**src/rtl/regsfile_sb.sv**
```systemverilog
// regsfile_sb: parametrised two-write/two-read register file with a per-register busy scoreboard.
// Define RF_WRITE_BYPASS_EN to forward same-cycle write data (and clear busy) on reads.
module regsfile_sb #(
  parameter int DATA_W   = 32,
  parameter int ADDR_W   = 5,
  parameter int ZERO_REG = 1
) (
  input  logic                   clk,
  input  logic                   rst_n,
  input  logic                   flush_i,
  input  logic                   we0_i,
  input  logic [ADDR_W-1:0]      waddr0_i,
  input  logic [DATA_W-1:0]      wdata0_i,
  input  logic                   we1_i,
  input  logic [ADDR_W-1:0]      waddr1_i,
  input  logic [DATA_W-1:0]      wdata1_i,
  input  logic                   issue_i,
  input  logic [ADDR_W-1:0]      issue_rd_i,
  input  logic                   re1_i,
  input  logic [ADDR_W-1:0]      raddr1_i,
  output logic [DATA_W-1:0]      rdata1_o,
  output logic                   busy1_o,
  input  logic                   re2_i,
  input  logic [ADDR_W-1:0]      raddr2_i,
  output logic [DATA_W-1:0]      rdata2_o,
  output logic                   busy2_o,
  output logic [2**ADDR_W-1:0]   busy_vec_o
);
  localparam int NREGS = 2**ADDR_W;
  logic [DATA_W-1:0] regs [NREGS];
  logic [NREGS-1:0]  busy, busy_next;
  logic              wz0, wz1;
  logic [1:0]        re, rb;
  logic [ADDR_W-1:0] ra [2];
  logic [DATA_W-1:0] rd [2];
  assign wz0 = ZERO_REG != 0 && waddr0_i == '0;
  assign wz1 = ZERO_REG != 0 && waddr1_i == '0;
  // Port 0 is applied last so it wins a same-address collision.
  always_ff @(posedge clk or negedge rst_n)
    if (!rst_n) begin
      for (int i = 0; i < NREGS; i++) regs[i] <= '0;
      busy <= '0;
    end else begin
      if (we1_i && !wz1) regs[waddr1_i] <= wdata1_i;
      if (we0_i && !wz0) regs[waddr0_i] <= wdata0_i;
      busy <= busy_next;
    end
  // Issue beats write-back: the issuing instruction is the younger producer.
  always_comb begin
    busy_next = busy;
    for (int i = 0; i < NREGS; i++)
      busy_next[i] = flush_i ? 1'b0
                   : (issue_i && issue_rd_i == ADDR_W'(i) && !(ZERO_REG != 0 && i == 0)) ? 1'b1
                   : ((we0_i && waddr0_i == ADDR_W'(i)) || (we1_i && waddr1_i == ADDR_W'(i))) ? 1'b0
                   : busy[i];
  end
  assign re    = {re2_i, re1_i};
  assign ra[0] = raddr1_i;
  assign ra[1] = raddr2_i;
  for (genvar p = 0; p < 2; p++) begin : g_rd
    logic zero, hit0, hit1;
    assign zero = ZERO_REG != 0 && ra[p] == '0;
`ifdef RF_WRITE_BYPASS_EN
    assign hit0 = we0_i && waddr0_i == ra[p];
    assign hit1 = we1_i && waddr1_i == ra[p];
`else
    assign hit0 = 1'b0;
    assign hit1 = 1'b0;
`endif
    assign rd[p] = (!re[p] || zero) ? '0 : hit0 ? wdata0_i : hit1 ? wdata1_i : regs[ra[p]];
    assign rb[p] = re[p] && !zero && !hit0 && !hit1 && busy[ra[p]];
  end
  assign rdata1_o   = rd[0];
  assign rdata2_o   = rd[1];
  assign busy1_o    = rb[0];
  assign busy2_o    = rb[1];
  assign busy_vec_o = busy;
endmodule

```
**config.mk**
```make
export PLATFORM = sky130hd
export DESIGN_NAME = regsfile_sb
export DESIGN_NICKNAME = d
export VERILOG_FILES = /design/src/rtl/regsfile_sb.sv
export SDC_FILE = /design/constraint.sdc
export NUM_CORES = 2
export LEC_CHECK = 0
export BUFFER_PORTS_ARGS = -buffer_cell sky130_fd_sc_hd__clkbuf_2
export CAP_MARGIN = 0
export CORE_MARGIN = 2
export CORE_UTILIZATION = 25
export CTS_CLUSTER_SIZE = 8
export DETAILED_ROUTE_END_ITERATION = 8
export GPL_ROUTABILITY_DRIVEN = 0
export RECOVER_POWER = 100
export SYNTH_ARGS = -nofsm -noshare
export SYNTH_HDL_FRONTEND = slang
export SYNTH_SLANG_ARGS = --single-unit
```
**constraint.sdc**
```tcl
create_clock -name clk -period 3.6 [get_ports clk]
set_input_delay 1.08 -clock clk [delete_from_list [all_inputs] [get_ports clk]]
set_output_delay 1.08 -clock clk [all_outputs]
set_load 0.05 [all_outputs]
```
======== Yosys cells after proc, flatten, opt, wreduce, memory -nomap -nowiden ========
Cells that the tools add are included.
storage, ports and cells
  register bits after elaboration ......... 1,056
  input bits .............................. 97
  output and inout port bits .............. 98
  word-level logic and storage cells ...... 463
operators by class
  magnitude comparators ................... 8
  eq/ne operators ......................... 93
  multiplexer cells ....................... 115
  bitwise logic cells ..................... 4
  reduce and logical (&&, ||, !) cells .... 179
operator list
  cell                                                      count
  bitwise mux 1024 bit                                      2
  2-to-1 mux 1024 bit                                       2
  binary-select mux 32 bit (select 5 bit)                   2
  demux 32 bit (select 5 bit)                               2
  2-to-1 mux 32 bit                                         8
  == test 5 bit, second input constant                      48
  == test 5 x 4 -> 1 bit, second input constant             24
  logical AND 1 bit                                         103
  2-to-1 mux 1 bit                                          97
  nonzero test 3 bit                                        31
  == test 5 x 3 -> 1 bit, second input constant             12
  logical OR 1 bit                                          34
  == test 5 x 2 -> 1 bit, second input constant             6
  greater-or-equal comparator 6 bit, second input constant  4
  NOT 5 -> 6 bit                                            4
  zero test 5 bit                                           4
  == test 5 x 1 -> 1 bit, second input constant             3
  < comparator 5 x 6 -> 1 bit, second input constant        2
  < comparator 6 x 1 -> 1 bit, second input constant        2
  binary-select mux 1 bit (select 5 bit)                    2
  zero test 1 bit                                           6
  nonzero test 2 bit                                        1

======== Logic depth before layout (Yosys ltp) ========
  depth in word-level cells ............... 9
  mapped depth ............................ 8
  gate-level depth less buffers ........... 4

======== Least setup slack after synthesis ========
OpenSTA, ideal clock, no wires.
  kind .................................... input to output
  from .................................... input raddr1_i[0]
  to ...................................... output rdata1_o[10]
  arrival ................................. 2.764 ns
  data required time ...................... 2.520 ns
  setup slack ............................. -0.244 ns
  cell stages on the path ................. 5
  path buffers ............................ 2
  cell sequence ........................... buf_2 -> buf_2 -> mux4_2 -> a22o_1 -> o31a_1
between the ends
  cells in the longest elaborated chain, start to end .. 5
  elaborated cells on any way between the ends .. 7
  those cells by class .................... mux (4); bitwise (1); reduce/logical (2)
RTL lines
  element                                               RTL line  text
  from (decl)                                           20        input logic [ADDR_W-1:0] raddr1_i,
  NOT 5 -> 6 bit (implied by the code)                  70        assign rd[p] = (!re[p] || zero) ? '0 : hit0 ? wdata0_i : hit1 ? wdata1_i : regs[ra[p]];
  binary-select mux 32 bit (select 5 bit)               70
  2-to-1 mux 32 bit (implied by the code) (2 in a row)  70
  2-to-1 mux 32 bit (*)                                 70
  to (decl)                                             21        output logic [DATA_W-1:0] rdata1_o,
Every way passes the cells marked *; elsewhere a longest branch is shown, timed or not. The select of a mux whose other input is x is not followed.

======== Final worst setup path ========
  from .................................... input raddr1_i[1]
  to ...................................... output rdata1_o[24]
Same word-level chain as after synthesis.

==> impl.org <==
** Synthesis
- The most used flip-flop cell after synthesis is dfrtp_1.
- Library cell occupying the most area in the post-synthesis netlist :: dfrtp_1
- Flops & latches, synth :: 1055
- The number of nets in the synthesized netlist is 6258.
- Post-synthesis mux area share :: 34.3%
- Sorting the synthesized cells by area gives the leading types as dfrtp_1 40%, mux4_2 18%, mux2i_1 16%.
- Summing the sequential cell areas from Yosys gives 40.1% of the chip area.
- Compound-Gate Fraction of Synth Area :: 10.7%
- Cell with the most instances after synthesis :: mux2i_1
- Dominant combinational cell family by area after synthesis :: multiplexers
- Share of flip-flops with an asynchronous set or reset after synthesis :: 100%
- Adder-cell area share of the yosys netlist :: 0%
- Area share of and/or/nand/nor cells after synthesis :: 9.48%
- Area of the mapped netlist :: 65800 um^2
- In this run, synthesis inferred 0 flip-flops with an integrated enable.
- Xor/xnor share of the synthesized area :: 0%
- Dividing the synthesized area by the synthesized cell count gives 10.7 um^2.
- The cell count after synthesis came out at 6161.
- Fraction of synthesized cell area taken by the top area cell type :: 40.1%
- Leading post-synthesis cells by instance count :: 1066 x mux2i_1, 1055 x dfrtp_1, 723 x nand2_1, 609 x nor2_1, 526 x mux4_2
- YS warnings :: 0
- Count of cell types in the netlist :: 57

** Detailed routing
- WL/cell :: 30.0 um
- Once detail routing completed, the nets flagged for antenna violations numbered 0.
- Pre-antenna DRT Iters :: 8
- Dividing the detail-routed via count by the number of cells gives 5.68.
- Summing over every cut layer, the via total after detailed routing is 56220.
- Number of DRC violations after detailed-routing iteration 0 :: 8121
- Post-route DRC :: 0
- After detailed routing, the total wire length is 297 mm.

** STA
- Final total negative setup slack :: -35.16 ns
- For the pin with the worst max-slew slack, the measured transition is 2.42 ns.
- The final number of hold-violating endpoints came to 0.
- Once routing completed, OpenROAD measured the worst setup slack at -0.620 ns.
- The clock arrives with 0 ns of skew.
- Endpoints failing setup :: 188
- Counting I/O delays and the setup requirement, the final critical path takes 4.22 ns.
- The worst path uses 117% of the clock period.
- Setup repair after global routing could not meet its margin everywhere.
- F_max :: 0.237 GHz
- The max-slew violation count was 462.
- Headroom to the max-slew limit came out at -61.6%.

** Cells and area
- Share of cells above drive strength 1 :: 25.8%
- At the end of the flow, the number of nets in the layout was 6451.
- Relative to the synthesized area, the layout overhead comes to 23.2%.
- Once layout is complete, the utilization of the core stands at 30.9%.

** Power
- For this design the static power due to leakage is 34.1 nW.
- Cell internal power was estimated by the tool at 28.7 mW.
- Maximum ir drop on the vdd rail :: 484 uV
- Net switching is 32.0% of the power.
- Power spread over the standard cell area amounts to 521 nW/um^2.
- The clock network accounts for 31.4% of the total power.
- Switching component of the power :: 13.5 mW
- Share of total power in sequential cells :: 41.6%
- Proportion of power drawn by combinational gates :: 27.0%

** Global route
- First-pass GRT wire length :: 417 mm
- The number of global-route vias before repair was 55040.
- Maximum number of pins on one net before global-route repair :: 91
- Total grt overflow :: 0
- Total Routing Usage GR :: 21.6%
- The initial antenna violation count is 48.

** Die
- For this design the top-level I/O count stands at 195.
- The die is 517 um wide.
- Die outline height :: 517 um
- Placeable core region :: 262000 um^2
- The die covers 267000 um^2.
- The floorplan has 188 rows.
- Initial core utilization :: 25.1%

** Clock network
- Number of buffers on the longest clock path :: 3
- TritonCTS clock tree :: done
- Number of sinks handled by clock tree synthesis :: 1055
- Number of levels the H-tree was split into :: 4
- Clk pin slew, worst setup/hold paths :: 0.05 ns
- The number of clock buffers added by TritonCTS is 151.
- The tree is rooted in a clkbuf_16.
- After clock tree synthesis, the flow added hold-fix buffers numbering 0.
- At the later pin of the worst-skew pair, clock insertion delay measures 0.80 ns.

** Critical path
- The worst setup path is captured at a primary output.
- Along the worst path, the maximum fanout reaches 12.
- Critical path required time :: 2.52 ns
- STA classifies the critical path startpoint as a primary input.
- The critical path in this run is classified as in -> out.
- STA puts the critical path data arrival time at 3.14 ns.

** Flow run
- Number of max-cap violations :: 16

** Outcome
- The checks that failed: max-capacitance violations, max-slew violations, negative setup slack.
- The flow ran to the end, but the final reports show violations.

** Min path
- Path category of the worst min-delay check :: reg -> reg

** Placed design
- Input/output buffers :: 193
- HPWL after detailed placement :: 189 mm
==> sequential cells by signal, summed over array words and instances (netlist names) <==
name	cells
regs	1024
busy_vec_o	31
==> worst max-delay path, cell delays in order <==
cell,delay [ns]
buf_16,0.14
buf_16,0.17
or3_4,0.39
buf_6,0.13
o211a_4,0.34
buf_12,0.22
o31a_4,0.43
buf_12,0.17
==> cell type report <==
class                      instances  area [um^2]
antenna                           18         45.0
fill                           26324       181000
clock buffer                     162         3980
tap                             3515         4400
timing repair buffer             799         9000
sequential                      1055        26400
inverter                           2         7.51
multi-input combinational       4345        37100
clock inverter                    10          116
==> cells by family (layout without fill, tap and decap cells) <==
group | count (synthesis) | after routing
buf+inv | 761 | 973
flops | 1055 | 1055
other cells | 1 | 19
compound gates | 1249 | 1249
simple gates | 1501 | 1501
mux | 1594 | 1594
==> power by group through the flow <==
stage,logic (mW),clock network [mW],registers [mW]
6_report,11.4,13.2,17.6
5_1_grt,12.2,13.8,17.8
4_1_cts,11.2,13.3,17.4
2_1_floorplan,7.80,0,16.5
3_5_place_dp,10.6,0,17.5
3_3_place_gp,10.3,0,17.3
==> routing by layer <==
layer	vias to the layer above	track usage [%]	routed length, um
met5	-	0	242
met4	40	13.4	20600
met3	995	8.25	40100
met2	4286	31.2	127000
met1	28100	27.1	109000
li1	22799	-	-
==> stage by stage <==
step | hold WS [ns] | area, um^2 | power, mW | setup slack (ns) | std cells
2_1_floorplan | 0.441 | 66500 | 24.3 | -0.0423 | 6161
3_3_place_gp | 0.378 | 74500 | 27.6 | -0.704 | 9580
3_5_place_dp | 0.383 | 74500 | 28.1 | -0.685 | 9580
4_1_cts | 0.306 | 81200 | 41.8 | -0.570 | 9847
5_1_grt | 0.405 | 81000 | 43.7 | -0.603 | 9899
6_report | 0.393 | 81000 | 42.2 | -0.620 | 9906
==> layout by cell type (no fill, tap or decap), types with 8 or more instances in the layout <==
master and count:
o21ai_0 457, o2111ai_2 10, o2111ai_1 16, and3_4 33
nand2_2 15, clkbuf_16 183, diode_2 18, nor2_1 593
a32oi_1 48, nor2_4 25, o31a_4 32, o21ai_1 46
buf_4 296, buf_16 37, a21oi_1 483, mux4_2 526
clkbuf_1 57, dfrtp_1 1055, nor2b_1 10, clkbuf_2 131
clkbuf_4 21, buf_8 21, nand2_4 11, a31oi_1 63
nand2_1 702, a221oi_2 11, buf_12 154, a22o_1 32
mux2i_4 8, nand2b_1 39, mux2i_1 1052, a221oi_1 22
buf_6 51
==> worst paths after layout <==
check                      cells after the start                    endpoint                       start  slack (ns)
min in group asynchronous                      1         regs[674]$_DFF_PN0_                       rst_n        0.84
hold reg to reg                                0        regs[1014]$_DFF_PN0_        regs[1014]$_DFF_PN0_        0.39
setup / recovery                               8                rdata1_o[24]                 raddr1_i[1]       -0.62
hold / removal                                 0        regs[1014]$_DFF_PN0_        regs[1014]$_DFF_PN0_        0.39
max in group asynchronous                      3  busy_vec_o[28]$_DFFE_PN0P_                       rst_n        0.35
setup reg to reg                               2  busy_vec_o[27]$_DFFE_PN0P_  busy_vec_o[27]$_DFFE_PN0P_        2.60
==> repair_timing <==
item,4_1_cts,5_1_grt
gates cloned,24,4
pin swaps,51,61
setup buffers,73,49
setup endpoints to repair,66,66
resized for setup,249,118
No activity file was read; power rests on OpenSTA's default activity.
